[config.mk]
export PLATFORM = sky130hd
export DESIGN_NAME = mac_tcdm_req_buffer
export DESIGN_NICKNAME = d
export VERILOG_FILES = /design/src/rtl/mac_tcdm_req_buffer.sv
export SDC_FILE = /design/constraint.sdc
export NUM_CORES = 1
export LEC_CHECK = 0
export ABC_AREA = 0
export ABC_CLOCK_PERIOD_IN_PS = 7500
export CAP_MARGIN = 20
export CORE_AREA = 2 2 326 328
export CTS_CLUSTER_DIAMETER = 200
export DETAILED_ROUTE_END_ITERATION = 10
export DIE_AREA = 0 0 328 330
export SLEW_MARGIN = 25
export SYNTH_ARGS = -nofsm -noshare
export SYNTH_HDL_FRONTEND = slang
export SYNTH_SLANG_ARGS = --single-unit
[constraint.sdc]
create_clock -name clk_i -period 7.5 [get_ports clk_i]
set_input_delay 1.5 -clock clk_i [delete_from_list [all_inputs] [get_ports clk_i]]
set_output_delay 1.5 -clock clk_i [all_outputs]
set_load 0.02 [all_outputs]
[src/rtl/mac_tcdm_req_buffer.sv]
// Per-port registered request FIFO between the MAC engine TCDM masters and the interconnect,
// with an outstanding-credit limit, sticky response-protocol error flags and a synchronous flush.
module mac_tcdm_req_buffer #(
    parameter int unsigned MP      = 4,
    parameter int unsigned DEPTH   = 2,
    parameter int unsigned MAX_OUT = 4,
    parameter int unsigned AW      = 32,
    parameter int unsigned DW      = 32
) (
    input  logic                   clk_i,
    input  logic                   rst_ni,
    input  logic                   clear_i,
    input  logic [MP-1:0]          in_req,
    output logic [MP-1:0]          in_gnt,
    input  logic [MP*AW-1:0]       in_add,
    input  logic [MP-1:0]          in_wen,
    input  logic [MP*(DW/8)-1:0]   in_be,
    input  logic [MP*DW-1:0]       in_data,
    output logic [MP*DW-1:0]       in_r_data,
    output logic [MP-1:0]          in_r_valid,
    output logic [MP-1:0]          tcdm_req,
    input  logic [MP-1:0]          tcdm_gnt,
    output logic [MP*AW-1:0]       tcdm_add,
    output logic [MP-1:0]          tcdm_wen,
    output logic [MP*(DW/8)-1:0]   tcdm_be,
    output logic [MP*DW-1:0]       tcdm_data,
    input  logic [MP*DW-1:0]       tcdm_r_data,
    input  logic [MP-1:0]          tcdm_r_valid,
    output logic                   busy_o,
    output logic [MP-1:0]          err_o
);

    localparam int unsigned BW   = DW / 8;
    localparam int unsigned CW_F = $clog2(DEPTH + 1);
    localparam int unsigned CW_I = $clog2(MAX_OUT + 1);
    localparam int unsigned PW   = (DEPTH > 1) ? $clog2(DEPTH) : 1;
    localparam int unsigned EW   = AW + DW + BW + 1;

    // Pointers wrap at DEPTH, so non-power-of-two depths work.
    function automatic logic [PW-1:0] ptr_inc(input logic [PW-1:0] p);
        if (32'(p) == DEPTH - 1) return '0;
        return p + 1'b1;
    endfunction

    logic [MP-1:0] w_busy;

    assign in_r_data  = tcdm_r_data;
    assign in_r_valid = tcdm_r_valid & {MP{rst_ni}};
    assign busy_o     = |w_busy;

    for (genvar gi = 0; gi < MP; gi++) begin : g_port
        logic [EW-1:0]   r_mem [DEPTH];
        logic [PW-1:0]   r_wptr, r_rptr, w_wptr_d, w_rptr_d;
        logic [CW_F-1:0] r_cnt, w_cnt_d;
        logic [CW_I-1:0] r_infl, w_infl_d;
        logic            r_err, w_err_d;
        logic            w_gnt, w_req, w_push, w_pop, w_rvalid;
        logic [EW-1:0]   w_head;

        // Grant uses pre-pop state only: no same-cycle credit reuse.
        always_comb begin
            w_gnt    = rst_ni & ~clear_i & (32'(r_cnt) < DEPTH)
                       & ((32'(r_cnt) + 32'(r_infl)) < MAX_OUT);
            w_req    = (r_cnt != '0) & ~clear_i;
            w_push   = in_req[gi] & w_gnt;
            w_pop    = w_req & tcdm_gnt[gi];
            w_rvalid = tcdm_r_valid[gi];
            w_head   = r_mem[r_rptr];
        end

        always_comb begin
            w_wptr_d = r_wptr;
            w_rptr_d = r_rptr;
            w_cnt_d  = r_cnt;
            w_infl_d = r_infl;
            w_err_d  = r_err;

            if (clear_i) begin
                w_wptr_d = '0;
                w_rptr_d = '0;
                w_cnt_d  = '0;
                w_err_d  = 1'b0;
            end else begin
                if (w_push) w_wptr_d = ptr_inc(r_wptr);
                if (w_pop)  w_rptr_d = ptr_inc(r_rptr);
                case ({w_push, w_pop})
                    2'b10:   w_cnt_d = r_cnt + 1'b1;
                    2'b01:   w_cnt_d = r_cnt - 1'b1;
                    default: w_cnt_d = r_cnt;
                endcase
                if (w_rvalid && !w_pop && r_infl == '0) w_err_d = 1'b1;
            end

            // In-flight tracking survives a flush; pop is already 0 in the clear cycle.
            case ({w_pop, w_rvalid})
                2'b10:   w_infl_d = r_infl + 1'b1;
                2'b01:   if (r_infl != '0) w_infl_d = r_infl - 1'b1;
                default: w_infl_d = r_infl;
            endcase
        end

        always_ff @(posedge clk_i or negedge rst_ni) begin
            if (!rst_ni) begin
                r_wptr <= '0;
                r_rptr <= '0;
                r_cnt  <= '0;
                r_infl <= '0;
                r_err  <= 1'b0;
            end else begin
                r_wptr <= w_wptr_d;
                r_rptr <= w_rptr_d;
                r_cnt  <= w_cnt_d;
                r_infl <= w_infl_d;
                r_err  <= w_err_d;
            end
        end

        always_ff @(posedge clk_i) begin
            if (w_push) begin
                r_mem[r_wptr] <= {in_wen[gi], in_be[gi*BW +: BW], in_data[gi*DW +: DW],
                                  in_add[gi*AW +: AW]};
            end
        end

        assign in_gnt[gi]             = w_gnt;
        assign tcdm_req[gi]           = w_req;
        assign tcdm_add[gi*AW +: AW]  = w_head[AW-1:0];
        assign tcdm_data[gi*DW +: DW] = w_head[AW +: DW];
        assign tcdm_be[gi*BW +: BW]   = w_head[AW+DW +: BW];
        assign tcdm_wen[gi]           = w_head[EW-1];
        assign err_o[gi]              = r_err;
        assign w_busy[gi]             = (r_cnt != '0) | (r_infl != '0);
    end

endmodule

Word-level counts from Yosys, hierarchy flattened
Memories as Yosys holds them, arrays and structs flattened.
Cells that the tools add are included.
{"block": "totals", "inputBits": 419, "regBits": 32, "ram_bits": 552, "n_memories": 4}
{"memory": "g_port[0].r_mem", "depth": 2, "width": 69, "read_ports": 1, "rd_ports_with_merged_regs": 0, "write_ports": 1, "line": "52", "source": "logic [EW-1:0] r_mem [DEPTH];"}
{"memory": "g_port[1].r_mem", "depth": 2, "width": 69, "read_ports": 1, "rd_ports_with_merged_regs": 0, "write_ports": 1, "line": "52"}
{"memory": "g_port[2].r_mem", "depth": 2, "width": 69, "read_ports": 1, "rd_ports_with_merged_regs": 0, "write_ports": 1, "line": "52"}
{"memory": "g_port[3].r_mem", "depth": 2, "width": 69, "read_ports": 1, "rd_ports_with_merged_regs": 0, "write_ports": 1, "line": "52"}
{"block": "classes", "n_reduce_logical": 49, "n_bitwise": 27, "eq_ne": 20, "addsub": 28, "order_cmp": 8, "muxes": 88}
{"operator": "1-bit two-way mux", "n": 72}
{"operator": "2-bit nonzero test", "n": 20}
{"operator": "3-bit one-hot mux with 2 select lines", "n": 4}
{"operator": "3-bit nonzero test", "n": 8}
{"operator": "1-bit bitwise AND", "n": 21}
{"operator": "2-bit by 3-bit adder with 4-bit output", "n": 4}
{"operator": "2-bit by 1-bit == test with 1-bit output (second input constant)", "n": 8}
{"operator": "2-bit == test (second input constant)", "n": 8}
{"operator": "4-bit by 3-bit < comparator with 1-bit output (second input constant)", "n": 4}
{"operator": "2-bit one-hot mux with 2 select lines", "n": 4}
{"operator": "3-bit by 1-bit adder with 3-bit output (second input constant)", "n": 4}
{"operator": "3-bit logical NOT", "n": 4}
{"operator": "3-bit two-way mux", "n": 4}
{"operator": "3-bit by 1-bit subtractor with 3-bit output (second input constant)", "n": 4}
{"operator": "1-bit adder (second input constant)", "n": 8}
{"operator": "2-bit by 1-bit adder with 2-bit output (second input constant)", "n": 4}
{"operator": "1-bit logical AND", "n": 8}
{"operator": "2-bit < comparator (second input constant)", "n": 4}
{"operator": "2-bit two-way mux", "n": 4}
{"operator": "2-bit inequality test (second input constant)", "n": 4}
{"operator": "2-bit AND reduction", "n": 4}
{"operator": "2-bit by 1-bit subtractor with 2-bit output (second input constant)", "n": 4}
{"operator": "4-bit bitwise AND", "n": 1}
{"operator": "1-bit logical NOT", "n": 4}
{"operator": "other kinds (3)", "n": 6}

Longest topological paths before layout
Gate-level depths: netlist (run 1).
{"block": "logic_depth", "ltp_word": 10, "depth_mapped": 9, "depth_no_buf": 8}

Worst setup path after synthesis (run 1)
No wires, ideal clock.
{"block": "synth_path", "path_kind": "input to register", "start": "input clear_i", "end": "memory g_port[2].r_mem[0][0] (netlist name), enable pin", "setup_time_ps": 497, "arrival_time_ps": 5216, "path_slack_ps": 1787, "stages": 4, "n_path_buf": 1, "required_ps": 7003, "path_cell_list": "nand2b_1 or4_1 clkbuf_1 nor2_1"}
{"block": "synth_via", "elab_chain_len": 7}
{"item": "from (decl)", "line": "12", "source": "input logic clear_i,"}
{"item": "1-bit NOT", "line": "62", "source": "w_gnt = rst_ni & ~clear_i & (32'(r_cnt) < DEPTH)"}
{"item": "1-bit bitwise AND (2 in a row)", "line": "62"}
{"item": "1-bit bitwise AND", "line": "63", "source": "& ((32'(r_cnt) + 32'(r_infl)) < MAX_OUT);"}
{"item": "1-bit bitwise AND", "line": "65", "source": "w_push = in_req[gi] & w_gnt;"}
{"item": "1-bit two-way mux", "line": "119", "source": "if (w_push) begin"}
{"item": "1-bit two-way mux (implied by the code)", "line": "120", "source": "r_mem[r_wptr] <= {in_wen[gi], in_be[gi*BW +: BW], in_data[gi*DW +: DW],"}
{"item": "to (decl)", "line": "52"}
No other way between the ends.

Final worst setup path (run 1)
{"block": "layout_path", "start": "input clear_i", "end": "output in_gnt[2]"}
{"block": "layout_via", "elab_chain_len": 4}
{"item": "1-bit NOT", "line": "62"}
{"item": "1-bit bitwise AND (2 in a row)", "line": "62"}
{"item": "1-bit bitwise AND", "line": "63"}
{"item": "to (decl)", "line": "14", "source": "output logic [MP-1:0] in_gnt,"}
No other way between the ends.

==> results.json, run 1 <==
{
  "start_util_pct": 21.99,
  "clkLatencyLatePin_ps": 630,
  "ctsHoldBuffers": 0,
  "post-cts-setup-buffers": 0,
  "area.growth.synth_to_final_pct": 37.69,
  "rsz0062_at_grt": "false",
  "worst_hold_path.endpoint": "g_port[1].r_err",
  "y_dimension_of_the_die_um": 330,
  "most_area_consuming_cells_after_synthesis": "sky130_fd_sc_hd__edfxtp_1 72%, sky130_fd_sc_hd__mux2_2 14%, sky130_fd_sc_hd__buf_4 4.6%",
  "worstHoldPathType": "reg2reg",
  "cell_depth_of_the_worst_flop_to_flop_path": 5,
  "syn_nets": 1674,
  "post_drt_via_cell_ratio": 3.949,
  "grt_max_degree": 71,
  "clock_tree.htree_level_count": 3,
  "ys_ff_latch": 584,
  "cts_max_path_buffers": 3,
  "power.leakage_uw": 0.01031,
  "arr_time_crit_path_ps": 3840,
  "end_kind": "output pin",
  "syn-mean-instance-area_um2": 18.46,
  "rows": 119,
  "fill_cells": 10170,
  "regToRegStartpoint": "g_port[2].r_cnt[1]",
  "nets": 2159,
  "netlist.top_cell.by_area": "sky130_fd_sc_hd__edfxtp_1",
  "fp.dieArea_mm2": 0.1082,
  "cts_made_buffers": 67,
  "dr_total_vias": 12540,
  "cts.repair.resized": 0,
  "most_common_library_cell_in_the_layout_ignoring_fill_and_taps": "sky130_fd_sc_hd__clkdlybuf4s50_1",
  "actual_slew_at_the_worst_max_slew_pin_ps": 1019,
  "via_count_of_the_first_global_routing_pass": 13510,
  "synth_area_mm2": 0.02302,
  "final_number_of_max_transition_violations": 0,
  "worstHoldStart": "g_port[1].r_err",
  "tritoncts": "built",
  "wl_per_cell_um": 22.12,
  "final_cells": 3175,
  "critPathSlowestCell": "sky130_fd_sc_hd__nor3_1",
  "finalCritPeriodShare_pct": 71.26,
  "timing.final.crit_period_ps": 5344,
  "cts.reportedPaths.clkPinSlew_ps": 60,
  "finalHoldViolCount": 0,
  "maximum_net_fanout_on_the_critical_path": 6,
  "cts-root-buf": "sky130_fd_sc_hd__clkbuf_16",
  "outcome": "finished, final reports clean",
  "postRouteWirelength_um": 70240,
  "seq_area_frac_synth_pct": 75.50,
  "drc": 0,
  "critical_path.most_common_cell": "sky130_fd_sc_hd__clkdlybuf4s50_1",
  "synth-main-ff-cell": "sky130_fd_sc_hd__edfxtp_1",
  "drive_gt1_share_pct": 23.34,
  "port-buffer-count": 583,
  "synth.distinct_cells": 47,
  "timing.final.setup_violations": 0,
  "worstHoldPathCells": 2,
  "synth_edf_count": 552,
  "cts.sinks": 584,
  "drtAntennaViolNets": 0,
  "worstPathCellList": "clkdlybuf4s50_1 > nand2b_1 > nor3_1 > clkdlybuf4s50_1",
  "detailedRoute.firstPassIterationCount": 4,
  "slowest_delay_ps": 790,
  "coreArea_mm2": 0.1047,
  "yosysWarningCount": 0,
  "dpl.cell_count": 3054,
  "maxSlewHeadroom_pct": 32.06,
  "worst-r2r-setup-slack_ps": 3900,
  "synth_top_area_share_pct": 72.02,
  "fin_tns_setup_ps": 0,
  "maximum_operating_frequency_mhz": 187.1,
  "power.density_cell_area_mw_per_mm2": 253.3,
  "drt_iter0_markers": 658,
  "boundaryPins": 840,
  "drv.max_cap_violation_count": 0,
  "die_width_um": 328,
  "antenna_violations_before_repair": 8,
  "post-dp-hpwl_um": 53250,
  "gp_congestion": 0.9144,
  "layout.cells.most_common_list": "582 x sky130_fd_sc_hd__clkdlybuf4s50_1, 552 x sky130_fd_sc_hd__edfxtp_1, 276 x sky130_fd_sc_hd__mux2_2, 67 x sky130_fd_sc_hd__clkbuf_16, 32 x sky130_fd_sc_hd__nor2_1",
  "grt_overflow": 0,
  "gr-usage-all-layers_pct": 12.31,
  "post_synth_inst_count": 1247,
  "synth_async_sr_flop_share_pct": 5.479,
  "peakVddDrop_mv": 0.1914,
  "worstSetupPathType": "in2out",
  "cp-start-kind": "input pin",
  "worstPathRequired_ps": 6000,
  "critical_path.reg2reg.endpoint": "g_port[2].r_mem[0][41]",
  "finClkSkew_ps": 19.01,
  "grt_pass1_wl_um": 95070
}
## cell type report
| class | count | area (um^2) | share of cell area (%) |
|---|---|---|---|
| flip-flops and latches | 584 | 17390 | 54.86 |
| clock buffers | 78 | 1718 | 5.421 |
| well taps | 1391 | 1740 | 5.492 |
| diodes | 2 | 5.005 | 0.01579 |
| repair buffers | 602 | 5998 | 18.93 |
| multi-input cells | 459 | 4380 | 13.82 |
| inverters | 18 | 67.56 | 0.2132 |
| clock inverters | 41 | 395.4 | 1.248 |
## per-stage QoR
stage               hold WS (ps)  area [um^2]  setup slack, ps  util, %  power (uW)
finish                     500.7        31690             2156    30.28        8027
global route               555.0        31690             2160    30.28        8365
CTS                        522.1        31690             2223    30.27        8159
detailed placement         499.6        29570             2223    28.25        4941
global placement           498.2        29530             2208    28.22        4890
floorplan                  463.7        23020             1787        -        4500
## kinds of logic after synthesis
family	Yosys count	synth area share, %
flip-flops	584	75.50
multiplexers	287	13.98
buffers and inverters	204	5.730
AND/OR/NAND/NOR	97	2.022
AO/OA/AOI/OAI	51	1.593
XOR/XNOR	16	0.6089
adder cells (fa/ha/maj)	8	0.5654
## Yosys cell counts (all sizes together), types with 4 or more instances
| master | instances |
|---|---|
| edfxtp | 552 |
| mux2 | 276 |
| buf | 150 |
| nor2 | 40 |
| clkbuf | 36 |
| dfrtp | 32 |
| inv | 18 |
| nand2 | 15 |
| o21ai | 13 |
| mux2i | 11 |
| a21oi | 9 |
| xnor2 | 9 |
| nor2b | 8 |
| nor3 | 8 |
| xor2 | 7 |
| and2 | 6 |
| a31o | 5 |
| fa | 4 |
| ha | 4 |
| nand2b | 4 |
## state kept, by name, summed over array words and instances (netlist names)
signal and flops:
g_port.r_cnt 8, g_port.r_err 4, g_port.r_infl 12, g_port.r_mem 552, g_port.r_rptr 4, g_port.r_wptr 4
## where the power goes
group	switching [uW]	internal, uW
clock network	1350	1810
logic	528	521
registers	92.2	3730
total	1980	6050
## critical path, delay by kind of cell
kind                   cells  cell delay, ps
buffers and inverters      2            1180
and+or+nand+nor            2            1160
## routing by layer
layer / GRT usage, % / up-vias / part of all wire (%)
met1: 10.37 / 6192 / 29
met4: 6.392 / 4 / 4.5
met3: 5.765 / 129 / 11
met5: 0 / - / 0.037
li1: - / 5581 / -
met2: 23.65 / 632 / 55
## how the worst max path moves through the flow
stage	start	end	slack [ps]
after floorplan	clear_i	g_port[2].r_mem[0][0]	1790
after global placement	clear_i	in_gnt[2]	2210
after detailed placement	clear_i	in_gnt[2]	2220
after CTS	clear_i	in_gnt[2]	2220
after global routing	clear_i	in_gnt[2]	2160
final	clear_i	in_gnt[2]	2160
No activity file was read; power rests on OpenSTA's default activity.
==> inputs of run 2 (changes only) <==
--- a/config.mk
+++ b/config.mk
@@ -6,7 +6,7 @@
 export NUM_CORES = 1
 export LEC_CHECK = 0
 export ABC_AREA = 0
-export ABC_CLOCK_PERIOD_IN_PS = 7500
+export ABC_CLOCK_PERIOD_IN_PS = 5600
 export CAP_MARGIN = 20
 export CORE_AREA = 2 2 326 328
 export CTS_CLUSTER_DIAMETER = 200
==> constraint.sdc (replaced) <==
create_clock -name clk_i -period 5.6 [get_ports clk_i]
set_input_delay 1.12 -clock clk_i [delete_from_list [all_inputs] [get_ports clk_i]]
set_output_delay 1.12 -clock clk_i [all_outputs]
set_load 0.02 [all_outputs]
==> run 2 against run 1 <==
Setup slack worse by 730 ps. Die area is the same. First-iteration DRC count shrank 4.6%. Non-clock buffer count is 3 higher. Sequential cell count stayed put. Worst hold slack got worse by 12 ps. Critical path type unchanged. Final cell count about the same. Clock skew down 9.6 ps. Clock-buffer cell count increased by 1.
==> results.json, run 2 (synthesized netlist as in run 1, its figures left out) <==
{
  "finalInstanceArea_mm2": 0.03182,
  "drc": 0,
  "fin_tns_setup_ps": 0,
  "y_dimension_of_the_die_um": 330,
  "boundaryPins": 840,
  "nets": 2163,
  "die_width_um": 328,
  "timing.final.crit_period_ps": 4176,
  "largest-register": "g_port.r_mem",
  "reg.largest.list": "g_port.r_mem x552, g_port.r_infl x12, g_port.r_cnt x8",
  "finalCritPeriodShare_pct": 74.56,
  "power.density_cell_area_mw_per_mm2": 339.7,
  "worstPathRequired_ps": 4480,
  "antenna_violations_before_repair": 5,
  "post_drt_via_cell_ratio": 3.939,
  "layout.cells.most_common_list": "582 x sky130_fd_sc_hd__clkdlybuf4s50_1, 552 x sky130_fd_sc_hd__edfxtp_1, 276 x sky130_fd_sc_hd__mux2_2, 70 x sky130_fd_sc_hd__clkbuf_16, 32 x sky130_fd_sc_hd__nor2_1",
  "timing.final.setup_violations": 0,
  "finClkSkew_ps": 9.454,
  "arr_time_crit_path_ps": 3060,
  "power.leakage_uw": 0.01036,
  "grt_pass1_wl_um": 96210,
  "post-dp-hpwl_um": 53800,
  "flip_flop_count_of_the_largest_register_all_copies_and_words_added": 552,
  "coreArea_mm2": 0.1047,
  "rsz0062_at_grt": "false",
  "fp.dieArea_mm2": 0.1082,
  "drive_gt1_share_pct": 23.52,
  "post-cts-setup-buffers": 0,
  "area_used_by_multi_input_combinational_logic_mm2": 0.004380,
  "dr_total_vias": 12520,
  "rows": 119,
  "tritoncts": "built",
  "ctsHoldBuffers": 0,
  "maximum_operating_frequency_mhz": 239.5,
  "cp-start-kind": "input pin",
  "peakVddDrop_mv": 0.2539,
  "via_count_of_the_first_global_routing_pass": 13560,
  "cts.repair.resized": 0,
  "cts-root-buf": "sky130_fd_sc_hd__clkbuf_16",
  "maximum_net_fanout_on_the_critical_path": 17,
  "outcome": "finished, final reports clean",
  "port-buffer-count": 583,
  "cts_made_buffers": 68,
  "cts.sinks": 584,
  "maxSlewHeadroom_pct": 32.86,
  "detailedRoute.firstPassIterationCount": 6,
  "finalHoldViolCount": 0,
  "most_common_library_cell_in_the_layout_ignoring_fill_and_taps": "sky130_fd_sc_hd__clkdlybuf4s50_1",
  "cts.reportedPaths.clkPinSlew_ps": 60,
  "clkLatencyLatePin_ps": 610,
  "ff_latch_area_mm2": 0.01739,
  "grt_max_degree": 70,
  "gp_congestion": 0.9040,
  "wl_per_cell_um": 22.21,
  "fill_cells": 10190,
  "postRouteWirelength_um": 70550,
  "start_util_pct": 21.99,
  "drtAntennaViolNets": 0,
  "antenna_cells_inserted": 0,
  "grt_overflow": 0,
  "final_number_of_max_transition_violations": 0,
  "gr-usage-all-layers_pct": 12.46,
  "actual_slew_at_the_worst_max_slew_pin_ps": 1007,
  "end_kind": "output pin",
  "worstSetupPathType": "in2out",
  "cts_max_path_buffers": 3,
  "drt_iter0_markers": 628,
  "drv.max_cap_violation_count": 0,
  "area.growth.synth_to_final_pct": 38.24,
  "dpl_cell_area_mm2": 0.02966,
  "worstHoldPathType": "in2async",
  "clock_tree.htree_level_count": 3
}
## run 2: cell types whose count changed in the layout (fill, tap and decap cells not counted)
| cell | previous run | this run |
|---|---|---|
| sky130_fd_sc_hd__buf_12 | 2 | 7 |
| sky130_fd_sc_hd__clkbuf_16 | 67 | 70 |
| sky130_fd_sc_hd__inv_6 | 6 | 3 |
| sky130_fd_sc_hd__buf_4 | 17 | 15 |
| sky130_fd_sc_hd__clkbuf_1 | 11 | 9 |
| sky130_fd_sc_hd__clkinv_1 | 10 | 12 |
| sky130_fd_sc_hd__diode_2 | 2 | 0 |
| sky130_fd_sc_hd__bufinv_16 | 4 | 5 |
| sky130_fd_sc_hd__clkinv_16 | 1 | 0 |
| sky130_fd_sc_hd__clkinv_4 | 1 | 2 |
| sky130_fd_sc_hd__clkinvlp_4 | 4 | 5 |
| sky130_fd_sc_hd__inv_16 | 2 | 1 |
## run 2: cell type report
cell class                      instances  area share (%)
Clock buffer                           79           5.612
Clock inverter                         41           1.172
Timing Repair Buffer                  605           19.12
Multi-Input combinational cell        459           13.77
Inverter                               18          0.2124
Sequential cell                       584           54.65
Tap cell                             1391           5.470
## run 2: layer usage
layer | track usage, % | routed length [um] | part of all wire [%] | vias to the layer above
li1 | - | - | - | 5580
met1 | 10.45 | 20230 | 29 | 6162
met2 | 23.78 | 39010 | 55 | 637
met3 | 5.945 | 7904 | 11 | 134
met4 | 6.741 | 3395 | 4.8 | 2
met5 | 0 | 11 | 0.016 | -
## run 2: critical path: stages
cell	delay [ps]
sky130_fd_sc_hd__buf_2	440
sky130_fd_sc_hd__nand2b_1	370
sky130_fd_sc_hd__nor3_1	410
sky130_fd_sc_hd__clkdlybuf4s50_1	710
## run 2: path summary, 6_finish.rpt
path	startpoint	end	slack, ps	cells after the start
worst max-delay path	rst_ni	in_gnt[1]	1420	4
worst min-delay path	rst_ni	g_port[0].r_err	490	1
worst max register to register	g_port[2].r_cnt[1]	g_port[2].r_mem[0][17]	2570	5
worst min register to register	g_port[1].r_err	g_port[1].r_err	510	2
max in group asynchronous	rst_ni	g_port[1].r_rptr	4470	2
min in group clk_i	g_port[1].r_err	g_port[1].r_err	510	2
## run 2: stage by stage
| step | utilization, % | power [uW] | setup slack (ps) | hold slack [ps] | instances |
|---|---|---|---|---|---|
| floorplan | - | 6027 | 267.0 | 463.7 | 1247 |
| global placement | 28.33 | 6553 | 1326 | 506.8 | 3057 |
| detailed placement | 28.33 | 6618 | 1325 | 495.3 | 3057 |
| CTS | 30.40 | 11000 | 1304 | 414.0 | 3177 |
| global route | 30.40 | 11260 | 1214 | 471.8 | 3177 |
| finish | 30.40 | 10810 | 1424 | 488.6 | 3177 |
## run 2: report_power, final
part	switching (uW)	internal [uW]	total, uW
sequential	132	4990	5120
combinational	693	702	1400
clock	1770	2520	4290
total	2590	8220	10800
==> inputs of run 3 (changes only) <==
--- a/config.mk
+++ b/config.mk
@@ -6,12 +6,12 @@
 export NUM_CORES = 1
 export LEC_CHECK = 0
 export ABC_AREA = 0
-export ABC_CLOCK_PERIOD_IN_PS = 5600
+export ABC_CLOCK_PERIOD_IN_PS = 3400
 export CAP_MARGIN = 20
-export CORE_AREA = 2 2 326 328
+export CORE_AREA = 2 2 331 333
 export CTS_CLUSTER_DIAMETER = 200
 export DETAILED_ROUTE_END_ITERATION = 10
-export DIE_AREA = 0 0 328 330
+export DIE_AREA = 0 0 333 335
 export SLEW_MARGIN = 25
 export SYNTH_ARGS = -nofsm -noshare
 export SYNTH_HDL_FRONTEND = slang
==> constraint.sdc (replaced) <==
create_clock -name clk_i -period 3.4 [get_ports clk_i]
set_input_delay 0.68 -clock clk_i [delete_from_list [all_inputs] [get_ports clk_i]]
set_output_delay 0.68 -clock clk_i [all_outputs]
set_load 0.02 [all_outputs]
==> run 3 against run 2 <==
Register-to-register slack worse by 2000 ps. Final cell count rose by 1.9%. Combinational power rose by 69%. Die area rose by 3.1%. Global-route usage fell by 0.42 points. Worst hold slack worse by 110 ps. Sequential share of layout area is 0.55 points lower. Clock-buffer cell count up 11. Clock skew increased by 6.7 ps. Sequential cell count is the same. Critical path depth did not move. Design area up 1.0%.
==> results.json, run 3 (synthesized netlist as in run 1, its figures left out) <==
{
  "dr_total_vias": 12690,
  "rsz0062_at_grt": "false",
  "worstSetupPathType": "reg2out",
  "port-buffer-count": 583,
  "grt_pass1_wl_um": 96770,
  "final_number_of_max_transition_violations": 0,
  "cts.sinks": 584,
  "maxSlewHeadroom_pct": 55.87,
  "drv.max_cap_violation_count": 0,
  "layout.cells.most_common_list": "577 x sky130_fd_sc_hd__clkdlybuf4s50_1, 552 x sky130_fd_sc_hd__edfxtp_1, 276 x sky130_fd_sc_hd__mux2_2, 67 x sky130_fd_sc_hd__clkbuf_16, 44 x sky130_fd_sc_hd__buf_4",
  "actual_slew_at_the_worst_max_slew_pin_ps": 655.0,
  "finalCritPeriodShare_pct": 94.99,
  "grt_overflow": 0,
  "cp-start-kind": "flip-flop",
  "power.density_cell_area_mw_per_mm2": 537.2,
  "drc": 0,
  "cts.reportedPaths.clkPinSlew_ps": 60,
  "reg.largest.list": "g_port.r_mem x552, g_port.r_infl x12, g_port.r_cnt x8",
  "rows": 121,
  "most_common_library_cell_in_the_layout_ignoring_fill_and_taps": "sky130_fd_sc_hd__clkdlybuf4s50_1",
  "largest-register": "g_port.r_mem",
  "dpl_cell_area_mm2": 0.03012,
  "end_kind": "output pin",
  "fin_tns_setup_ps": 0,
  "flip_flop_count_of_the_largest_register_all_copies_and_words_added": 552,
  "antenna_violations_before_repair": 12,
  "cp.buffers_inverters": 1,
  "ctsHoldBuffers": 0,
  "postRouteWirelength_um": 70550,
  "gr-usage-all-layers_pct": 12.05,
  "y_dimension_of_the_die_um": 335,
  "worstPathCellList": "ha_1 > a311o_1 > nor3_2 > clkdlybuf4s50_1",
  "nets": 2201,
  "wl_per_cell_um": 21.79,
  "drt_iter0_markers": 546,
  "finClkSkew_ps": 16.16,
  "peakVddDrop_mv": 0.3945,
  "area.growth.synth_to_final_pct": 39.66,
  "slowest_delay_ps": 660,
  "timing.final.crit_period_ps": 3230,
  "detailedRoute.firstPassIterationCount": 5,
  "fill_cells": 10630,
  "clkLatencyLatePin_ps": 610,
  "critical_path.top_delay_family": "buffers and inverters",
  "ff_latch_area_mm2": 0.01739,
  "fp.dieArea_mm2": 0.1116,
  "timing.final.setup_violations": 0,
  "cts_max_path_buffers": 3,
  "drtAntennaViolNets": 0,
  "post_drt_via_cell_ratio": 3.922,
  "maximum_operating_frequency_mhz": 309.6,
  "outcome": "finished, final reports clean",
  "critPathSlowestCell": "sky130_fd_sc_hd__clkdlybuf4s50_1",
  "area_used_by_multi_input_combinational_logic_mm2": 0.004388,
  "grt_max_degree": 70,
  "gp_congestion": 0.9021,
  "finalHoldViolCount": 0,
  "worstPathRequired_ps": 2720,
  "cts_made_buffers": 66,
  "die_width_um": 333,
  "cts-root-buf": "sky130_fd_sc_hd__clkbuf_16",
  "maximum_net_fanout_on_the_critical_path": 6,
  "coreArea_mm2": 0.1081,
  "boundaryPins": 840,
  "worstHoldPathType": "in2async",
  "power.leakage_uw": 0.01053,
  "start_util_pct": 21.29,
  "tritoncts": "built",
  "finalInstanceArea_mm2": 0.03214,
  "post-dp-hpwl_um": 54130,
  "clock_tree.htree_level_count": 3,
  "drive_gt1_share_pct": 24.85,
  "via_count_of_the_first_global_routing_pass": 13640,
  "arr_time_crit_path_ps": 2550
}
## run 3: changes by cell type in the layout (fill, tap and decap cells not counted), moves of 2 or more
cell                              change
sky130_fd_sc_hd__buf_4               +29
sky130_fd_sc_hd__buf_12              +13
sky130_fd_sc_hd__clkbuf_1            +11
sky130_fd_sc_hd__clkinv_2             -6
sky130_fd_sc_hd__bufinv_16            -5
sky130_fd_sc_hd__clkdlybuf4s50_1      -5
sky130_fd_sc_hd__clkinv_1             -5
sky130_fd_sc_hd__diode_2              +4
sky130_fd_sc_hd__clkbuf_16            -3
sky130_fd_sc_hd__clkbuf_8             +3
sky130_fd_sc_hd__clkinvlp_4           -2
## run 3: path summary, 6_finish.rpt
check	start	cells after the start	end	slack, ps
hold reg to reg	g_port[2].r_err	2	g_port[2].r_err	510
hold / removal	rst_ni	3	g_port[1].r_infl[0]	380
max in group asynchronous	rst_ni	3	g_port[2].r_rptr	2650
min in group clk_i	g_port[2].r_err	2	g_port[2].r_err	510
setup reg to reg	g_port[2].r_cnt[1]	5	g_port[2].r_mem[1][36]	590
setup / recovery	g_port[3].r_cnt[1]	4	in_gnt[3]	170
## run 3: layout make-up
cell class              instances  area share (%)
diodes                          4         0.03114
clock buffers                  90           5.578
clock inverters                23          0.5177
inverters                      18          0.2102
multi-input cells             459           13.65
flip-flops and latches        584           54.10
well taps                    1414           5.504
repair buffers                645           20.41
## run 3: report_power, final
part	switching, uW	internal (uW)	leakage (uW)
Combinational	1160	1200	0.00417
Sequential	207	8220	0.00541
Clock	2770	3710	0.000947
Total	4140	13100	0.0105
## run 3: worst reg2reg max path: stages (launching register included)
cell and delay (ps):
sky130_fd_sc_hd__dfrtp_1 460, sky130_fd_sc_hd__ha_1 330, sky130_fd_sc_hd__a311o_1 370, sky130_fd_sc_hd__or4_1 650
sky130_fd_sc_hd__nor2_4 430, sky130_fd_sc_hd__buf_4 290
## run 3: timing repair
action,CTS,global route
setup buffers,1,1
hold endpoints to repair,0,0
endpoints found under the setup margin,20,12
resized for setup,3,2
## run 3: stage by stage
| step | setup WS, ps | instances | util (%) | hold WS [ps] | total power (uW) |
|---|---|---|---|---|---|
| after global placement | 116.4 | 3118 | 27.86 | 512.4 | 10870 |
| after floorplan | -481.2 | 1247 | - | 384.4 | 9918 |
| after CTS | 9.192 | 3232 | 29.70 | 359.3 | 17590 |
| final | 170.4 | 3237 | 29.74 | 380.6 | 17270 |
| after detailed placement | 79.16 | 3118 | 27.86 | 502.8 | 10940 |
| after global routing | 45.16 | 3237 | 29.74 | 398.2 | 18030 |
## run 3: routing by layer
layer,GRT usage (%),vias up,share of wire [%]
met3,5.673,153,10
li1,-,5660,-
met2,22.86,581,55
met4,6.316,6,4.8
met5,0.1737,-,0.074
met1,10.31,6294,30
